===== src/rtl/need_level_fsm.sv =====
// Per-channel need levels with a shared decay prescaler; boosts raise, ticks lower.
// Optional death tracking is enabled by defining NEED_DEAD_EN.
module need_level_fsm #(
  parameter int unsigned NCH        = 3,
  parameter int unsigned LVL_W      = 3,
  parameter int unsigned MAX_LVL    = 7,
  parameter int unsigned INIT_LVL   = 4,
  parameter int unsigned CRIT_LVL   = 1,
  parameter int unsigned DECAY_CYC  = 50_000_000,
  parameter int unsigned ACCEL_DIV  = 10,
  parameter int unsigned DEAD_TICKS = 8
) (
  input  logic                 clk,
  input  logic                 rst,
  input  logic                 acelerar,
  input  logic                 test,
  input  logic [NCH-1:0]       boost,
  output logic [NCH*LVL_W-1:0] level,
  output logic [NCH-1:0]       critical,
  output logic                 tick,
  output logic                 dead
);

  localparam int unsigned CNT_W  = (DECAY_CYC > 1) ? $clog2(DECAY_CYC) : 1;
  localparam int unsigned P_NORM = DECAY_CYC;
  localparam int unsigned P_ACC  = DECAY_CYC / ACCEL_DIV;

  // Elaboration-time parameter sanity checks
  if (MAX_LVL >= (1 << LVL_W)) begin : g_bad_max
    $error("MAX_LVL does not fit in LVL_W bits");
  end
  if (INIT_LVL > MAX_LVL) begin : g_bad_init
    $error("INIT_LVL above MAX_LVL");
  end
  if (ACCEL_DIV < 1 || ACCEL_DIV > DECAY_CYC) begin : g_bad_div
    $error("ACCEL_DIV out of range");
  end
  if (DEAD_TICKS < 1) begin : g_bad_dead
    $error("DEAD_TICKS must be at least 1");
  end

  logic [CNT_W-1:0] cnt_q;
  logic [CNT_W-1:0] period_m1;
  logic             tick_i;
  logic             frozen;
  logic [LVL_W-1:0] lvl_q [NCH];
  logic [LVL_W-1:0] lvl_d [NCH];

  // Active period minus one; test overrides acelerar
  always_comb begin
    period_m1 = CNT_W'(P_NORM - 1);
    if (test) begin
      period_m1 = '0;
    end else if (acelerar) begin
      period_m1 = CNT_W'(P_ACC - 1);
    end
  end

  // >= so a switch to a shorter period fires immediately
  assign tick_i = (cnt_q >= period_m1);

  always_comb begin
    for (int i = 0; i < NCH; i++) begin
      lvl_d[i] = lvl_q[i];
      if (!frozen) begin
        if (boost[i]) begin
          if (lvl_q[i] < LVL_W'(MAX_LVL)) begin
            lvl_d[i] = lvl_q[i] + LVL_W'(1);
          end
        end else if (tick_i) begin
          if (lvl_q[i] != '0) begin
            lvl_d[i] = lvl_q[i] - LVL_W'(1);
          end
        end
      end
    end
  end

  always_ff @(posedge clk) begin
    if (rst) begin
      cnt_q <= '0;
      tick  <= 1'b0;
      for (int i = 0; i < NCH; i++) begin
        lvl_q[i] <= LVL_W'(INIT_LVL);
      end
    end else begin
      cnt_q <= tick_i ? '0 : cnt_q + CNT_W'(1);
      tick  <= tick_i;
      for (int i = 0; i < NCH; i++) begin
        lvl_q[i] <= lvl_d[i];
      end
    end
  end

  for (genvar g = 0; g < NCH; g++) begin : g_out
    assign level[g*LVL_W +: LVL_W] = lvl_q[g];
    assign critical[g]             = (lvl_q[g] <= LVL_W'(CRIT_LVL));
  end

`ifdef NEED_DEAD_EN
  localparam int unsigned ZC_W = $clog2(DEAD_TICKS + 1);

  logic [ZC_W-1:0] zcnt_q;
  logic [ZC_W-1:0] zcnt_d;
  logic            any_zero;

  always_comb begin
    any_zero = 1'b0;
    for (int i = 0; i < NCH; i++) begin
      if (lvl_q[i] == '0) begin
        any_zero = 1'b1;
      end
    end
  end

  // Consecutive ticks that found some channel empty, saturating at DEAD_TICKS
  always_comb begin
    zcnt_d = zcnt_q;
    if (tick_i) begin
      if (!any_zero) begin
        zcnt_d = '0;
      end else if (zcnt_q < ZC_W'(DEAD_TICKS)) begin
        zcnt_d = zcnt_q + ZC_W'(1);
      end
    end
  end

  always_ff @(posedge clk) begin
    if (rst) begin
      zcnt_q <= '0;
      dead   <= 1'b0;
    end else begin
      zcnt_q <= zcnt_d;
      if (zcnt_d == ZC_W'(DEAD_TICKS)) begin
        dead <= 1'b1;
      end
    end
  end

  assign frozen = dead;
`else
  assign dead   = 1'b0;
  assign frozen = 1'b0;
`endif

endmodule


===== config.mk =====
export PLATFORM = sky130hd
export DESIGN_NAME = need_level_fsm
export DESIGN_NICKNAME = d
export VERILOG_FILES = /design/src/rtl/need_level_fsm.sv
export SDC_FILE = /design/constraint.sdc
export NUM_CORES = 1
export LEC_CHECK = 0
export ABC_AREA = 1
export BUFFER_PORTS_ARGS = -buffer_cell sky130_fd_sc_hd__buf_2
export CAP_MARGIN = 5
export CELL_PAD_IN_SITES_DETAIL_PLACEMENT = 0
export CELL_PAD_IN_SITES_GLOBAL_PLACEMENT = 1
export CORE_UTILIZATION = 49
export CTS_BUF_LIST = sky130_fd_sc_hd__clkbuf_4 sky130_fd_sc_hd__clkbuf_8
export DETAILED_ROUTE_END_ITERATION = 8
export PLACE_DENSITY_LB_ADDON = 0.1
export SYNTH_ARGS = -nofsm -noshare
export SYNTH_HDL_FRONTEND = slang
export SYNTH_SLANG_ARGS = --single-unit

===== constraint.sdc =====
create_clock -name clk -period 2.66 [get_ports clk]
set_input_delay 0 -clock clk [delete_from_list [all_inputs] [get_ports clk]]
set_output_delay 0 -clock clk [all_outputs]
set_load 0.01 [all_outputs]

; Word level (Yosys, flattened, before mapping)
; Memories as Yosys holds them, arrays and structs flattened.
; Index checks and enable logic that the tools add are counted.
[totals]
n_memories = 1
ramBits = 9
input_bits = 7
wordCells = 44
out_inout_bits = 14
rom_bits = 0
register_bits = 27
latchBits = 0
[mem_list]
columns = memory, depth, word_bits, rd, rd_clocked_by_memory_dff, write_ports, line_no
row1 = lvl_q, 3, 3, 3, 0, 3, 46  ; logic [LVL_W-1:0] lvl_q [NCH];
[op_classes]
eq_ne = 0
n_mul = 0
order_cmp = 7
shifts = 0
reduce_logical = 4
addsub = 7
n_div = 0
bitwise = 3
n_mux = 20
[ops]
columns = op, count
row1 = $mux W26, 2
row2 = $mux W3, 15
row3 = $add A26 B1 Y26 const B, 1
row4 = $ge A26 B26 Y1, 1
row5 = $add A3 B1 Y3 const B, 3
row6 = $le A3 B1 Y1 const B, 3
row7 = $lt A3 B3 Y1 const B, 3
row8 = $reduce_bool A3 Y1, 3
row9 = $sub A3 B1 Y3 const B, 3
row10 = $mux W1, 3
row11 = $or A1 B1 Y1, 3
row12 = $reduce_or A2 Y1, 1

; Logic depth before layout (Yosys ltp)
[logic_depth]
word_depth = 6
mapped_depth = 16
depth_no_buf = 16

; Least setup slack after synthesis
; Ideal clock, no wire load.
[synth_timing]
kind = input to register
start = input acelerar
end = memory lvl_q[1][2], in the netlist lvl_q[0][5]
path_buffers = 0
setup_ns = 0.126
slack_ns = 0.925
t_required_ns = 2.534
cell_stages = 15
arrival_ns = 1.609
cell_sequence = or2_2 ha_1 nand2_1 inv_1 nand2_1 nor2_1 nand2_2 nor2_2 nor2_4 nand3_4 nand2_1 nand2_1 nand2_1 nand2_1 nand3_1
[synth_lines]
columns = item, line_no
row1 = start: declaration, 15  ; input logic acelerar,
row2 = end: declaration, 46

; Worst setup path in the final report
[layout_timing]
start = register cnt_q[0]
end = register cnt_q[18]
[layout_between]
elab_chain_len = 2
word_cells_on_any_way = 3
classes_between = add/sub: 1 / order compare: 1 / reduce/logical: 1
[layout_rtl]
columns = item, line_no
row1 = start: declaration, 42  ; logic [CNT_W-1:0] cnt_q;
row2 = start signal: assignment, 87  ; cnt_q <= tick_i ? '0 : cnt_q + CNT_W'(1);
row3 = $ge A26 B26 Y1, 60  ; assign tick_i = (cnt_q >= period_m1);
row4 = $reduce_or A2 Y1 (no line), -
; Parallel ways exist; a longest one is shown, timed or not.
; A chain may end at the register's enable or synchronous reset.

==> results.sh <==
export IMPL_die_w_microns=78.0
export IMPL_status="finished, final reports clean"
export IMPL_ys_types=30
export IMPL_r2r_slack_ps=630
export IMPL_start_util_pct=51.1
export IMPL_async_flop_share_pct=0
export IMPL_rr_worst_depth=10
export IMPL_hold_viol=0
export IMPL_num_vias=2488
export IMPL_synth_compound_area_share_pct=5.83
export IMPL_post_dp_hpwl_microns=4800
export IMPL_crit_type="reg2reg"
export IMPL_firstDrtPassIters=4
export IMPL_drive_gt1_share_pct=17.4
export IMPL_max_cap_violations=0
export IMPL_postCtsSetupBuffers=0
export IMPL_grt_max_degree=24
export IMPL_setup_tns_ps=0
export IMPL_worstReg2RegStart="cnt_q[0]"
export IMPL_crit_required_ps=2840
export IMPL_fin_nets=470
export IMPL_yosysWarnings=0
export IMPL_fmax_mhz=492
export IMPL_wl_per_cell_microns=12.2
export IMPL_via_per_inst=4.96
export IMPL_cts_max_level=2
export IMPL_io_buffers=19
export IMPL_core_area_sq_um=5540
export IMPL_holdWs_ps=57.8
export IMPL_ys_seq_elements=36
export IMPL_fin_crit_ps=2030
export IMPL_hold_path_class="in2reg"
export IMPL_synth_simple_gate_area_share_pct=38.8
export IMPL_worstHoldStart="boost[1]"
export IMPL_track_usage_pct=22.0
export IMPL_gp_congestion=0.845
export IMPL_regArea_sq_um=721
export IMPL_overflow=0
export IMPL_rows=27
export IMPL_cts_tree="built"
export IMPL_antenna_found_initial=0
export IMPL_cts_sinks=36
export IMPL_io_pins=21
export IMPL_fill_cells=560
export IMPL_cts_buffer_depth=2
export IMPL_area_delta_synth_final_pct=10.6
export IMPL_cts_hold_buf=1
export IMPL_root_buffer="clkbuf_8"
export IMPL_finalClockSkew_ps=3.94
export IMPL_postRouteAntennaNets=0
export IMPL_min_path_cells=4
export IMPL_p_leak_nw=1.51
export IMPL_rsz0062_at_grt="false"
export IMPL_ys_seq_area_share_pct=25.4
export IMPL_multi_input_area_sq_um=1830
export IMPL_synth_top_family_by_area="simple AND/OR/NAND/NOR gates"
export IMPL_path_clk_slew_ps=70
export IMPL_setup_viol=0
export IMPL_die_area_sq_um=6090
export IMPL_start_kind="flip-flop"
export IMPL_rr_endpoint="cnt_q[18]"
export IMPL_ctsResizeCount=0
export IMPL_grt_pass1_vias=2245
export IMPL_drtIter0Drc=104
export IMPL_synth_edf_count=0
export IMPL_syn_area_per_cell_sq_um=6.96
export IMPL_p_per_area_nw_per_um2=423
export IMPL_wl_microns=6140
export IMPL_syn_nets=448
export IMPL_cts_made_buffers=5
export IMPL_drc_errors=0
export IMPL_ir_drop_mv=0.233
export IMPL_synth_flop_cell="dfxtp_1"
export IMPL_arrival_ps=2210
export IMPL_path_max_fanout=5
export IMPL_insertion_delay_ps=290
export IMPL_drv_slew=0
export IMPL_grt_pass1_wl_microns=10500
export IMPL_num_antenna_cells=0
export IMPL_synth_adder_area_share_pct=15.0
export IMPL_synthCells=407
export IMPL_end_kind="flip-flop"
export IMPL_period_share_pct=76.4
export IMPL_synth_area_mux_share_pct=0
export IMPL_yosys_area_share_xor_xnor_pct=4.95
export IMPL_die_y_microns=78.0
export IMPL_worstHoldEndpoint="lvl_q[0][4]"
export IMPL_netlist_area_sq_um=2830
-- cells by family (layout without fill, tap and decap cells) --
logic type	after synthesis	in the layout
fa+ha+maj	34	34
buf+inv	69	92
other cells	1	1
compound gates	26	26
xor+xnor	16	16
simple gates	225	225
flops	36	36
-- worst max-delay path, stage by stage (launching register included) --
cell and delay (ps):
dfxtp_1 460, ha_1 220, nand2_1 80, nor2_2 190, nand2_1 160, inv_2 100
nand4_1 150, nor3_2 200, nand3_1 130, o21ai_0 180, a21oi_1 60
-- layer usage --
metal / part of all wire, % / routed length [microns] / vias to the layer above / global-route usage, %
met2: 43 / 2620 / 34 / 33.8
met1: 52 / 3220 / 1111 / 31.6
met3: 3.7 / 228 / 9 / 3.49
met4: 1.2 / 75 / 0 / 6.11
li1: - / - / 1334 / -
met5: 0 / 0 / - / 0
-- sequential cells by signal, indices dropped and copies added (netlist names) --
signal,count
lvl_q,9
tick,1
cnt_q,26
-- layout by cell type (no fill, tap or decap), types with 2 or more instances in the layout --
cell type  instances
ha_1              34
buf_2             19
nor3_4             3
o21ai_0            5
nand4_1           11
nor4_1             3
or2_2              7
nand2_2            3
nor2_1            34
xnor2_1            7
nand2_1          102
clkbuf_8           7
nor2_2            13
a21oi_2            8
a21oi_1           11
xor2_1             9
inv_2              5
nor2_4             3
nor3b_1            3
nor3_1             8
nand3b_1           2
inv_1             58
dfxtp_1           36
nand3_1           28
nor3_2             4
-- metrics by stage --
stage | power (mW) | utilization [%] | cell area (sq um) | setup WS, ps | instances
2_1_floorplan | 0.752 | - | 2830 | 925 | 407
3_3_place_gp | 0.803 | 54.1 | 3000 | 540 | 493
3_5_place_dp | 0.806 | 54.1 | 3000 | 501 | 493
4_1_cts | 1.35 | 56.5 | 3130 | 651 | 502
5_1_grt | 1.40 | 56.5 | 3130 | 420 | 502
6_report | 1.33 | 56.5 | 3130 | 628 | 502
-- power breakdown --
| group | total (mW) | internal [mW] | switching [mW] |
|---|---|---|---|
| Combinational | 0.214 | 0.0879 | 0.126 |
| Sequential | 0.581 | 0.556 | 0.0246 |
| Clock | 0.532 | 0.331 | 0.201 |
-- how the worst max path moves through the flow --
| stage | slack, ps | cells after the start | to | startpoint |
|---|---|---|---|---|
| final | 630 | 10 | cnt_q[18] | cnt_q[0] |
| after global routing | 420 | 11 | cnt_q[2] | cnt_q[23] |
| after CTS | 650 | 11 | cnt_q[19] | cnt_q[23] |
| after detailed placement | 500 | 13 | cnt_q[19] | test |
| after global placement | 540 | 16 | lvl_q[0][5] | test |
| after floorplan | 930 | 15 | lvl_q[0][5] | acelerar |
-- Yosys cell counts (7+ instances only) --
cell     number  area share, %
a21oi_1      11            1.9
a21oi_2       8            2.5
dfxtp_1      36             25
ha_1         34             15
inv_1        58            7.7
nand2_1     102             14
nand3_1      28            4.9
nand4_1      11            2.4
nor2_1       34            4.5
nor2_2       13            2.9
nor3_1        8            1.4
or2_2         7            1.5
xnor2_1       7            2.2
xor2_1        9            2.8
-- layout make-up --
| class | count | share of cell area, % |
|---|---|---|
| clock buffers | 7 | 3.08 |
| clock inverters | 1 | 0.958 |
| inverters | 63 | 7.55 |
| multi-input cells | 302 | 58.5 |
| flip-flops and latches | 36 | 23.0 |
| well taps | 72 | 2.88 |
| repair buffers | 21 | 3.99 |
(Power assumes the default switching activity.)
